--- src/rtl/mdu_iterative_if.sv ---
// Operand/result bundle between the EX stage and the iterative multiply/divide unit.
// The EX stage drives the master side; the MDU implements the slave side.
interface mdu_iterative_if #(
  parameter int WIDTH = 32
);
  logic             Start;
  logic [2:0]       Op;
  logic [WIDTH-1:0] OperandA;
  logic [WIDTH-1:0] OperandB;
  logic             Cancel;
  logic             ReadHILO;
  logic             Busy;
  logic             Done;
  logic             StallReq;
  logic [WIDTH-1:0] HI;
  logic [WIDTH-1:0] LO;

  modport master (
    output Start, Op, OperandA, OperandB, Cancel, ReadHILO,
    input  Busy, Done, StallReq, HI, LO
  );

  modport slave (
    input  Start, Op, OperandA, OperandB, Cancel, ReadHILO,
    output Busy, Done, StallReq, HI, LO
  );
endinterface

--- src/rtl/mdu_iterative.sv ---
// Iterative radix-2 multiply/divide unit owning the HI/LO pair for the EX stage.
// state | meaning
// IDLE  | waiting for Start; MTHI/MTLO written here
// CALC  | one shift-add or restoring-divide step per cycle
// FIX   | sign correction and HI/LO write
module mdu_iterative #(
  parameter int WIDTH = 32,
  parameter int CNT_W = $clog2(WIDTH) + 1
) (
  input logic            clk,
  input logic            rst,
  mdu_iterative_if.slave bus
);
  localparam logic [2:0] OP_MULT  = 3'd0;
  localparam logic [2:0] OP_DIV   = 3'd2;
  localparam logic [2:0] OP_DIVU  = 3'd3;
  localparam logic [2:0] OP_MTHI  = 3'd4;
  localparam logic [2:0] OP_MTLO  = 3'd5;

  typedef enum logic [1:0] {IDLE, CALC, FIX} state_t;

  state_t             state_q, state_d;
  logic [CNT_W-1:0]   cnt_q, cnt_d;
  logic               is_div_q, is_div_d;
  logic               neg_q, neg_d;
  logic               rneg_q, rneg_d;
  logic               done_q, done_d;
  logic [2*WIDTH-1:0] acc_q, acc_d;
  logic [WIDTH:0]     rem_q, rem_d;
  logic [WIDTH:0]     b_q, b_d;
  logic [WIDTH-1:0]   hi_q, hi_d;
  logic [WIDTH-1:0]   lo_q, lo_d;

  logic               signed_op, a_neg, b_neg, b_zero;
  logic [WIDTH:0]     a_ext, b_ext, a_mag, b_mag;
  logic [WIDTH:0]     mul_sum;
  logic [WIDTH+1:0]   div_shift;
  logic [WIDTH:0]     div_diff;
  logic               div_qbit;
  logic [2*WIDTH-1:0] mul_fix;
  logic [WIDTH-1:0]   quo_fix, rem_fix;

  // Magnitudes are taken in WIDTH+1 bits so the most negative operand stays exact.
  always_comb begin
    signed_op = (bus.Op == OP_MULT) || (bus.Op == OP_DIV);
    a_neg     = signed_op & bus.OperandA[WIDTH-1];
    b_neg     = signed_op & bus.OperandB[WIDTH-1];
    b_zero    = (bus.OperandB == '0);
    a_ext     = {a_neg, bus.OperandA};
    b_ext     = {b_neg, bus.OperandB};
    a_mag     = a_neg ? -a_ext : a_ext;
    b_mag     = b_neg ? -b_ext : b_ext;
  end

  always_comb begin
    mul_sum   = {1'b0, acc_q[2*WIDTH-1:WIDTH]} + b_q;
    div_shift = {rem_q, acc_q[WIDTH-1]};
    div_qbit  = (div_shift >= {1'b0, b_q});
    div_diff  = div_shift[WIDTH:0] - b_q;
    mul_fix   = neg_q ? -acc_q : acc_q;
    quo_fix   = neg_q ? -acc_q[WIDTH-1:0] : acc_q[WIDTH-1:0];
    rem_fix   = rneg_q ? -rem_q[WIDTH-1:0] : rem_q[WIDTH-1:0];
  end

  always_comb begin
    state_d  = state_q;
    cnt_d    = cnt_q;
    is_div_d = is_div_q;
    neg_d    = neg_q;
    rneg_d   = rneg_q;
    acc_d    = acc_q;
    rem_d    = rem_q;
    b_d      = b_q;
    hi_d     = hi_q;
    lo_d     = lo_q;
    done_d   = 1'b0;
    if (bus.Cancel) begin
      state_d = IDLE;
    end else begin
      unique case (state_q)
        IDLE: begin
          if (bus.Start) begin
            if (bus.Op == OP_MTHI) begin
              hi_d = bus.OperandA;
            end else if (bus.Op == OP_MTLO) begin
              lo_d = bus.OperandA;
            end else if (bus.Op <= OP_DIVU) begin
              state_d  = CALC;
              cnt_d    = '0;
              is_div_d = bus.Op[1];
              // A zero divisor must yield an all-ones quotient, so never negate it.
              neg_d    = (a_neg ^ b_neg) & ~(bus.Op[1] & b_zero);
              rneg_d   = a_neg;
              acc_d    = {{(WIDTH-1){1'b0}}, a_mag};
              rem_d    = '0;
              b_d      = b_mag;
            end
          end
        end
        CALC: begin
          cnt_d = cnt_q + CNT_W'(1);
          if (is_div_q) begin
            rem_d = div_qbit ? div_diff : div_shift[WIDTH:0];
            acc_d = {acc_q[2*WIDTH-1:WIDTH], acc_q[WIDTH-2:0], div_qbit};
          end else if (acc_q[0]) begin
            acc_d = {mul_sum, acc_q[WIDTH-1:1]};
          end else begin
            acc_d = {1'b0, acc_q[2*WIDTH-1:1]};
          end
          if (cnt_q == CNT_W'(WIDTH-1)) begin
            state_d = FIX;
          end
        end
        FIX: begin
          state_d = IDLE;
          done_d  = 1'b1;
          if (is_div_q) begin
            hi_d = rem_fix;
            lo_d = quo_fix;
          end else begin
            hi_d = mul_fix[2*WIDTH-1:WIDTH];
            lo_d = mul_fix[WIDTH-1:0];
          end
        end
        default: state_d = IDLE;
      endcase
    end
  end

  always_ff @(posedge clk or negedge rst) begin
    if (!rst) begin
      state_q  <= IDLE;
      cnt_q    <= '0;
      is_div_q <= 1'b0;
      neg_q    <= 1'b0;
      rneg_q   <= 1'b0;
      done_q   <= 1'b0;
      acc_q    <= '0;
      rem_q    <= '0;
      b_q      <= '0;
      hi_q     <= '0;
      lo_q     <= '0;
    end else begin
      state_q  <= state_d;
      cnt_q    <= cnt_d;
      is_div_q <= is_div_d;
      neg_q    <= neg_d;
      rneg_q   <= rneg_d;
      done_q   <= done_d;
      acc_q    <= acc_d;
      rem_q    <= rem_d;
      b_q      <= b_d;
      hi_q     <= hi_d;
      lo_q     <= lo_d;
    end
  end

  assign bus.Busy     = (state_q != IDLE);
  assign bus.Done     = done_q;
  assign bus.StallReq = bus.Busy & (bus.Start | bus.ReadHILO);
  assign bus.HI       = hi_q;
  assign bus.LO       = lo_q;
endmodule

--- src/flat_wrapper.sv ---
// flat-port wrapper written by rule: the top's interface ports become plain ports
module mdu_iterative_flat 
#(
  parameter int WIDTH = 32,
  parameter int CNT_W = $clog2(WIDTH) + 1
)
  (clk, rst, bus_Start, bus_Op, bus_OperandA, bus_OperandB, bus_Cancel, bus_ReadHILO, bus_Busy, bus_Done, bus_StallReq, bus_HI, bus_LO);
  mdu_iterative_if #(.WIDTH(WIDTH)) bus_i ();
  input logic clk;
  input logic rst;
  input wire logic [$bits(bus_i.Start)-1:0] bus_Start;
  input wire logic [$bits(bus_i.Op)-1:0] bus_Op;
  input wire logic [$bits(bus_i.OperandA)-1:0] bus_OperandA;
  input wire logic [$bits(bus_i.OperandB)-1:0] bus_OperandB;
  input wire logic [$bits(bus_i.Cancel)-1:0] bus_Cancel;
  input wire logic [$bits(bus_i.ReadHILO)-1:0] bus_ReadHILO;
  output wire logic [$bits(bus_i.Busy)-1:0] bus_Busy;
  output wire logic [$bits(bus_i.Done)-1:0] bus_Done;
  output wire logic [$bits(bus_i.StallReq)-1:0] bus_StallReq;
  output wire logic [$bits(bus_i.HI)-1:0] bus_HI;
  output wire logic [$bits(bus_i.LO)-1:0] bus_LO;
  assign bus_i.Start = bus_Start;
  assign bus_i.Op = bus_Op;
  assign bus_i.OperandA = bus_OperandA;
  assign bus_i.OperandB = bus_OperandB;
  assign bus_i.Cancel = bus_Cancel;
  assign bus_i.ReadHILO = bus_ReadHILO;
  assign bus_Busy = bus_i.Busy;
  assign bus_Done = bus_i.Done;
  assign bus_StallReq = bus_i.StallReq;
  assign bus_HI = bus_i.HI;
  assign bus_LO = bus_i.LO;
  mdu_iterative #(.WIDTH(WIDTH), .CNT_W(CNT_W)) u_core (.clk(clk), .rst(rst), .bus(bus_i));
endmodule
--- config.mk ---
export PLATFORM = sky130hd
export DESIGN_NAME = mdu_iterative_flat
export DESIGN_NICKNAME = d
export VERILOG_FILES = /design/src/rtl/mdu_iterative_if.sv /design/src/rtl/mdu_iterative.sv /design/src/flat_wrapper.sv
export SDC_FILE = /design/constraint.sdc
export NUM_CORES = 1
export LEC_CHECK = 0
export CORE_UTILIZATION = 50
export CTS_BUF_LIST = sky130_fd_sc_hd__clkbuf_8
export CTS_CLUSTER_SIZE = 20
export DETAILED_ROUTE_END_ITERATION = 10
export MAX_ROUTING_LAYER = met4
export PLACE_DENSITY = 0.68
export REMOVE_ABC_BUFFERS = 1
export SLEW_MARGIN = 20
export SYNTH_ARGS = -nofsm -noshare
export SYNTH_HDL_FRONTEND = slang
export SYNTH_SLANG_ARGS = --single-unit
--- constraint.sdc ---
create_clock -name clk -period 4.65 [get_ports clk]
set_input_delay 0.465 -clock clk [delete_from_list [all_inputs] [get_ports clk]]
set_output_delay 0.465 -clock clk [all_outputs]
set_load 0.02 [all_outputs]
==> out/results.tsv <==
metric	value	unit
Avg Cell Area, Syn	7.94	um2
fin crit share	0.865	
synth warn	0	
WP data required	5.06	ns
H-tree levels	2	
post-synthesis register bit count	206	
largest net degree at the start of global routing	100	
first drt pass iteration count	5	
drt initial violations	1037	
delay-heaviest family, CP	compound AO/OA/AOI/OAI gates	
IO Port Bufs	138	
largest cells by area after synthesis	dfrtp_1, o21ai_0, nand2_1, xnor2_1, ha_1	
Int Pwr	4.10	mW
Clock Power Share	0.296	
Post-synth EDFFs	0	
# Post-CTS Setup Buffers	0	
final setup fails	0	
# rows	64	
Slew @ Worst Pin	0.999	ns
final core occ	0.596	
CTS buffer count	40	
Remaining DRCs	0	
Final Instance Area	0.0185	mm2
FFs w/ async S/R, synth	1.00	
Die ar.	0.0326	mm2
Post-DRT Antenna Nets	0	
crit-path cells	inv_1 -> ha_1 -> inv_1 -> fa_1 -> a21o_1 -> a221o_1 -> a32oi_1 -> a21oi_1 -> o32ai_1 -> buf_4 -> o41ai_1 -> a31oi_4 -> buf_12 -> a211oi_1 -> a211oi_1 -> a21oi_1	
LEAKAGE	8.13	nW
cts repair resizes	0	
clock skew	0.0233	ns
grt total ovfl	0	
clock sinks	206	
Fin Setup TNS	0	ns
GRT Overall Usage	0.302	
Post-Place Cells	2451	
Ant. Diodes	0	
Detail Placement HPWL	34.6	mm
Placer Congestion	0.934	
Area growth syn-to-layout	16.0	%
area of the core	0.0310	mm2
Net Sw Frac	0.365	
hold_buf cts	0	
Die X-Extent	181	um
DR vias	15100	
CTS root buf	clkbuf_8	
I/O pin cnt	139	
Final nets	2242	
CP Max Fanout	39	
CP max-delay cell	dfrtp_1	
peak supply drop	0.192	mV
RSZ-0062 raised after global routing	no	
Worst Path Buf+Inv	4	
Cells after Synth	2007	
post-synthesis sequential area ratio	0.324	
ys flop type	dfrtp_1	
CP max stage delay	0.43	ns
Total Power	6.45	mW
vias in the first global route	14400	
Chip Height	181	um
clk buf depth	3	
CP startpoint kind	flop	
status	complete, no violations	
Tightest Hold Check Type	input port to asynchronous set/reset pin	
post-layout minimum cycle time	4.02	ns
leading area contributor after synthesis	dfrtp_1	
Critical Path AT	4.43	ns
Fmax achieved	249	MHz
unique cell type count in the Yosys netlist	65	
Slew HR	0.334	
number of antenna violations at the first check in global routing	0	
P per Cell Area	349	mW/mm2
Worst Hold Slack	0.0248	ns
max cap viols	0	
CTS tree	built	
first-pass GRT wire length	77.4	mm
dpl cell area	0.0176	mm2
starting density of the core	0.514	
critical path capture point type	flop	
final std cells w/o fill	2521	
vias per cell	5.97	
Max Slew Vio Count	0	
most common library cells after synthesis	nand2_1, o21ai_0, dfrtp_1	
Psw	2.36	mW
Placement Setup Slack	0.742	ns
Gate power share	0.330	
Routed Wire Length	46.9	mm
Synth top area share	0.324	
final worst slack	0.630	ns
kind of critical path	flop to flop	
Flop pwr share	0.374	
Final Hold Fails	0	
mapped cell area	0.0159	mm2
layout cells sized above 1	0.0569	
clk slew on worst S/H paths	0.06	ns
DR WL/cell	18.6	um
clk_lat worst skew	0.55	ns
most common cell in the netlist	nand2_1	
## worst reg2reg max path, delay by kind of cell (launching register included)
kind                     cells  cell delay, ns
AO/OA/AOI/OAI               10            2.20
adder cells (fa/ha/maj)      2            0.57
flip-flops                   1            0.43
buffers and inverters        4            0.67
## power groups by stage
| stage | Clock (mW) | Combinational [mW] | Sequential [mW] |
|---|---|---|---|
| after floorplan | 0 | 1.23 | 2.52 |
| after global placement | 0 | 2.07 | 2.44 |
| after detailed placement | 0 | 2.09 | 2.45 |
| after CTS | 1.95 | 2.10 | 2.42 |
| after global routing | 2.03 | 2.37 | 2.45 |
| final | 1.91 | 2.13 | 2.41 |
## path summary, 6_finish.rpt
kind	startpoint	end	slack (ns)	cells after the start
setup / recovery	u_core.acc_q[31]	u_core.acc_q[0]	0.63	16
min in group clk	u_core.bus.LO[26]	u_core.bus.LO[26]	0.47	2
hold / removal	rst	u_core.bus.LO[5]	0.02	1
setup reg to reg	u_core.acc_q[31]	u_core.acc_q[0]	0.63	16
max in group asynchronous	rst	u_core.b_q[17]	3.48	2
hold reg to reg	u_core.bus.LO[26]	u_core.bus.LO[26]	0.47	2
## layer usage
metal  part of all wire  up-vias  GRT usage
met2               0.46      493      0.476
met3              0.055       89     0.0333
li1                   -     7356          -
met1               0.46     7123      0.412
met5                  0        -          -
met4              0.021        0     0.0769
## layout by cell type, fill, tap and decap left out, drive strengths merged, types with 19 or more instances in the layout
cell type      synthesis  final
a211oi                28     28
a21o                  32     32
a21oi                165    165
buf                   12     28
clkbuf               105     49
clkdlybuf4s50          0    137
dfrtp                206    206
ha                    70     70
inv                   67     80
mux2i                 56     56
nand2                294    294
nor2                 126    126
nor3                  43     43
o21ai                279    279
o31ai                 42     42
or3                   28     28
or4                   19     19
xnor2                103    103
xor2                 100    100
## kinds of logic (layout without fill, tap and decap cells)
| logic type | Yosys count | in the layout | synth area share |
|---|---|---|---|
| compound gates | 671 | 671 | 0.252 |
| simple gates | 614 | 614 | 0.176 |
| flops | 206 | 206 | 0.324 |
| xor+xnor | 203 | 203 | 0.112 |
| buf+inv | 185 | 303 | 0.0442 |
| fa+ha+maj | 72 | 72 | 0.0575 |
| mux | 56 | 56 | 0.0352 |
## cell type report
class / instances / area [um2]
Sequential cell: 206 / 5160
Clock inverter: 21 / 169
Timing Repair Buffer: 166 / 1620
Clock buffer: 48 / 661
Tap cell: 396 / 495
Fill cell: 2873 / 12500
Multi-Input combinational cell: 1616 / 10100
Inverter: 68 / 255
## flip-flops by register name (all words and copies together) (netlist names), 2 cells and up
name and flops:
u_core.bus.LO 32, u_core.cnt_q 6, u_core.b_q 33, u_core.acc_q 64, u_core.bus.HI 32, u_core.state_q 2
u_core.rem_q 33
(Power assumes the default switching activity.)
